## src/rtl/trace_buffer_reader.sv

```systemverilog
// Drain side of the NoC flit trace buffer: pops trace words on a dump request and
// serialises them MSB-first as an A5 ... 5A framed valid/ready byte stream.
module trace_buffer_reader #(
    parameter int Fpay     = 32,
    parameter int TB_Depth = 512,
    parameter int CNTw     = 10
) (
    input  logic            clk,
    input  logic            reset,
    input  logic            dump_req,
    input  logic            tb_empty,
    input  logic [Fpay-1:0] fifo_dout,
    output logic            fifo_rd,
    output logic [7:0]      byte_out,
    output logic            byte_valid,
    input  logic            byte_ready,
    output logic            busy,
    output logic [CNTw-1:0] words_sent
);
    localparam int NB = Fpay / 8;
    localparam int IW = (NB > 1) ? $clog2(NB) : 1;
    localparam logic [CNTw-1:0] DEPTH = CNTw'(TB_Depth);
    localparam logic [IW-1:0]   LAST  = IW'(NB - 1);
    localparam logic [7:0]      HDR_B = 8'hA5;
    localparam logic [7:0]      TRL_B = 8'h5A;

    typedef enum logic [2:0] {S_IDLE, S_HDR, S_RD, S_LAT, S_SEND, S_TRL} state_t;

    state_t          state_q, state_d;
    logic [Fpay-1:0] word_q, word_d;
    logic [IW-1:0]   idx_q, idx_d;
    logic [CNTw-1:0] ws_q, ws_d;
    logic [Fpay-1:0] word_sh;
    logic            at_cap;
    logic            xfer;

    always_ff @(posedge clk) begin
        if (reset) begin
            state_q <= S_IDLE;
            word_q  <= '0;
            idx_q   <= '0;
            ws_q    <= '0;
        end else begin
            state_q <= state_d;
            word_q  <= word_d;
            idx_q   <= idx_d;
            ws_q    <= ws_d;
        end
    end

    assign at_cap     = (ws_q == DEPTH);
    // Pop only from a non-empty FIFO and only while under the per-dump cap.
    assign fifo_rd    = (state_q == S_RD) && !tb_empty && !at_cap;
    assign byte_valid = (state_q == S_HDR) || (state_q == S_SEND) || (state_q == S_TRL);
    assign xfer       = byte_valid && byte_ready;
    assign busy       = (state_q != S_IDLE);
    assign words_sent = ws_q;
    assign word_sh    = word_q << {idx_q, 3'b000};

    always_comb begin
        byte_out = 8'h00;
        case (state_q)
            S_HDR:   byte_out = HDR_B;
            S_SEND:  byte_out = word_sh[Fpay-1 -: 8];
            S_TRL:   byte_out = TRL_B;
            default: byte_out = 8'h00;
        endcase
    end

    always_comb begin
        state_d = state_q;
        word_d  = word_q;
        idx_d   = idx_q;
        ws_d    = ws_q;
        case (state_q)
            S_IDLE: if (dump_req) begin
                state_d = S_HDR;
                ws_d    = '0;
            end
            S_HDR:  if (xfer) state_d = S_RD;
            S_RD:   state_d = fifo_rd ? S_LAT : S_TRL;
            S_LAT: begin
                word_d  = fifo_dout;
                idx_d   = '0;
                state_d = S_SEND;
            end
            S_SEND: if (xfer) begin
                if (idx_q == LAST) begin
                    ws_d    = at_cap ? ws_q : ws_q + 1'b1;
                    state_d = S_RD;
                end else begin
                    idx_d = idx_q + 1'b1;
                end
            end
            S_TRL:  if (xfer) state_d = S_IDLE;
            default: state_d = S_IDLE;
        endcase
    end
endmodule

```

## config.mk

```make
export PLATFORM = sky130hd
export DESIGN_NAME = trace_buffer_reader
export DESIGN_NICKNAME = d
export VERILOG_FILES = /design/src/rtl/trace_buffer_reader.sv
export SDC_FILE = /design/constraint.sdc
export NUM_CORES = 1
export LEC_CHECK = 0
export CAP_MARGIN = 20
export CORE_MARGIN = 5
export CORE_UTILIZATION = 52
export CTS_CLUSTER_DIAMETER = 200
export DETAILED_ROUTE_END_ITERATION = 10
export PLACE_DENSITY_LB_ADDON = 0.25
export SETUP_SLACK_MARGIN = 0.1
export SLEW_MARGIN = 40
export SYNTH_ARGS = -nofsm -noshare
export SYNTH_HDL_FRONTEND = slang
export SYNTH_SLANG_ARGS = --single-unit
```

## constraint.sdc

```tcl
create_clock -name clk -period 4.2 [get_ports clk]
set_input_delay 1.26 -clock clk [delete_from_list [all_inputs] [get_ports clk]]
set_output_delay 1.26 -clock clk [all_outputs]
set_load 0.01 [all_outputs]
```

### Yosys cells after proc, flatten, opt, wreduce, memory -nomap -nowiden

Cells that the tools add are included.

* bits in registers: 47
* input port bits: 37
* word-level logic and storage cells: 51
* output and inout bits: 21

* reductions and logical operators: 14
* multiplexer cells: 16
* shifts and indexed selects: 1
* $add $sub $neg: 2
* equal/unequal tests: 14

Operators with widths (number)
* $mux W10: 4
* $shl A32 B5 Y32: 1
* $pmux W8 S3: 1
* $pmux W10 S2: 1
* $mux W3: 6
* $pmux W3 S6: 1
* $ne A2 B2 Y1 const B: 6
* $add A10 B1 Y10 const B: 1
* $eq A10 B10 Y1 const B: 1
* $reduce_and A5 Y1: 2
* $eq A3 B2 Y1 const B: 2
* $eq A3 B3 Y1 const B: 2
* $mux W2: 2
* $pmux W2 S2: 1
* $reduce_bool A2 Y1: 2
* $eq A3 B1 Y1 const B: 1
* $logic_and A1 B1 Y1: 3
* $logic_not A3 Y1: 1
* $reduce_and A3 Y1: 1
* $reduce_bool A3 Y1: 1
* $add A2 B1 Y2 const B: 1
* $eq A2 B2 Y1 const B: 1
* $logic_not A1 Y1: 2
* $logic_or A1 B1 Y1: 2
* $ne A2 B1 Y1 const B: 1

### Longest topological paths before layout

* depth after elaboration: 6
* gate-level depth with buffers: 6
* depth with buffers taken out: 6

### Worst setup path after synthesis

No wires, ideal clock.

* path kind: input to output
* from: input tb_empty
* to: output fifo_rd
* required time: 2.940 ns
* cell stages on the path: 1
* slack: 1.307 ns
* buffers on the path: 0
* arrival time: 1.633 ns
* path through: nor4_2

* cells in the longest elaborated chain, start to end: 3

RTL lines
* start: declaration: RTL line 11 `input logic tb_empty,`
* $logic_not A1 Y1: RTL line 53 `assign fifo_rd = (state_q == S_RD) && !tb_empty && !at_cap;`
* $logic_and A1 B1 Y1 (2 in series): RTL line 53
* end: declaration: RTL line 13 `output logic fifo_rd,`

No other way between the ends.

### Final worst setup path

Same ends and word-level chain as after synthesis.

==> reports/metrics.csv <==
metric,value,unit
ys_warn_count,0,
ir_drop,0.254,mV
grt_first_pass_wirelength,9780,um
syn-instance-count,283,
clock_power_share,0.295,
synth_ff_type,dfxtp_1,
yosysSeqAreaShare,0.410,
multi_input_area,1280,sq um
cts_made_buffers,5,
antenna_found_initial,0,
cts_setup_buffers,0,
grt_remaining_overflow,0,
power_density,309,nW/um^2
cts_resized,0,
wl_per_cell,15.4,um
path_clk_slew,0.08,ns
p_seq_frac,0.520,
synth_top_area_frac,0.410,
tns,0,ns
max_cap_violations,0,
crit_type,primary input to output port,
die_height,76.5,um
grt_max_degree,33,
hp-class,flip-flop to flip-flop,
endpoint_kind,output port,
path_max_fanout,2,
netlist_top_cells_count,"nand2_1 (76), dfxtp_1 (47), a21oi_1 (40)",
cts_tree,built,
hpwl,4290,um
h-tree-depth,2,
p_int,659,uW
finalClockSkew,0.00493,ns
switchingPower,259,uW
drt-pass1-iter-count,4,
combinationalPowerShare,0.185,
routed_wl,5930,um
crit_arrival,2.60,ns
slew_viol_final,0,
start_kind,primary input,
synth_cell_types,45,
clkSinkCount,47,
io_pins,58,
worst_slew_pin_slew,0.680,ns
synth-edff-count,0,
hold_viol,0,
via_per_inst,5.79,
critical_path_required,2.94,ns
ys_ff_latch,47,
syn_area,2300,sq um
swShare,0.282,
yosysMostFrequentCell,nand2_1,
final-seq-area,941,sq um
n_fill_cell,379,
coreArea,4320,sq um
grt_pass1_vias,2036,
setup_violations,0,
async_flop_share,0,
avgSynthCellArea,8.12,sq um
timing.hold.ws,0.455,ns
die_area,5850,sq um
synth_nets,323,
area_growth,29.3,%
fp-row-count,24,
max_slew_margin,0.546,
yosys.area.top_type,dfxtp_1,
root_buffer,clkbuf_8,
die_x,76.5,um
status,finished clean,
synth_area_leaders,"dfxtp_1 (41%), nand2_1 (12%), a21oi_1 (8.7%)",
vias,2228,
ctsHoldBuffers,0,
p_leak,0.958,nW
max_freq,259,MHz
initial_utilization,0.531,
insertion_delay,0.31,ns
final.min_clock_period,3.86,ns
io_buffers,57,
drive_above_1_share,0.0811,
dr.first_iter.drc_count,175,
drc,0,
grt_setup_unrepaired,false,
timing.final.crit_share,0.919,
grt_usage,0.204,
postRouteAntennaNets,0,
place_congestion,0.923,
cts.path.max_buffers,2,
diodes,0,
nets,372,
-- metrics by stage --
stage | utilization | instances | power (mW) | setup WS (ns) | instance area, sq um
3_3_place_gp | 0.666 | 377 | 0.652 | 0.379 | 2880
5_1_grt | 0.687 | 385 | 0.955 | 0.314 | 2970
3_5_place_dp | 0.668 | 377 | 0.656 | 0.337 | 2890
4_1_cts | 0.687 | 385 | 0.920 | 0.332 | 2970
2_1_floorplan | - | 283 | 0.570 | 1.31 | 2300
6_report | 0.687 | 385 | 0.918 | 0.338 | 2970
-- power by group through the flow --
| stage | sequential (mW) | clock (mW) | combinational, mW |
|---|---|---|---|
| detailed placement | 0.487 | 0 | 0.170 |
| global route | 0.480 | 0.291 | 0.185 |
| global placement | 0.486 | 0 | 0.166 |
| CTS | 0.476 | 0.273 | 0.170 |
| floorplan | 0.474 | 0 | 0.0960 |
| finish | 0.477 | 0.271 | 0.170 |
-- area by class of cell --
cell class,count,share of cell area
flip-flops and latches,47,0.317
clock inverters,3,0.00505
well taps,52,0.0219
multi-input cells,214,0.431
inverters,5,0.00632
clock buffers,5,0.0232
repair buffers,59,0.195
-- placed cells by master (no fill, tap or decap), types with 2 or more instances in the layout --
cell,instances
a311oi_1,2
and3_1,3
a22o_1,3
mux4_2,8
a31oi_1,7
clkbuf_8,5
clkdlybuf4s50_1,56
a21oi_1,40
ha_1,3
o21a_1,2
o21ai_0,7
dfxtp_1,47
a211oi_1,3
nor2_1,14
nor2b_1,2
nand2_1,76
nand3_1,8
nor4_1,2
inv_1,4
nor3_1,4
nand4_1,4
buf_4,2
o31ai_1,2
a32o_1,2
clkinv_2,3
nand2b_1,2
-- registers in the layout (all words and copies together), names as in the netlist --
signal	flops
state_q	3
words_sent	10
word_q	32
idx_q	2
-- worst paths after layout --
check,start,slack (ns),to,cells past startpoint
worst max-delay path,tb_empty,0.34,fifo_rd,3
worst min-delay path,word_q[26],0.46,word_q[26],2
worst max register to register,idx_q[1],1.95,words_sent[8],5
worst min register to register,word_q[26],0.46,word_q[26],2
-- metal layers --
metal  vias up  track usage  wire, um  part of all wire
met2        74        0.354      2970              0.50
li1       1112            -         -                 -
met4         0       0.0612        80             0.013
met1      1032        0.246      2510              0.42
met5         -            0         0                 0
met3        10       0.0520       368             0.062
-- worst max-delay path: stages --
cell and delay [ns]:
clkdlybuf4s50_1 0.45, nor4_2 0.30, clkdlybuf4s50_1 0.59
-- kinds of logic after synthesis --
kind of cell,after synthesis,share of synthesized area
AO/OA/AOI/OAI,77,0.210
multiplexers,8,0.0784
AND/OR/NAND/NOR,126,0.248
flip-flops,47,0.410
adder cells (fa/ha/maj),3,0.0163
buffers and inverters,22,0.0381
No activity file was read; power rests on OpenSTA's default activity.
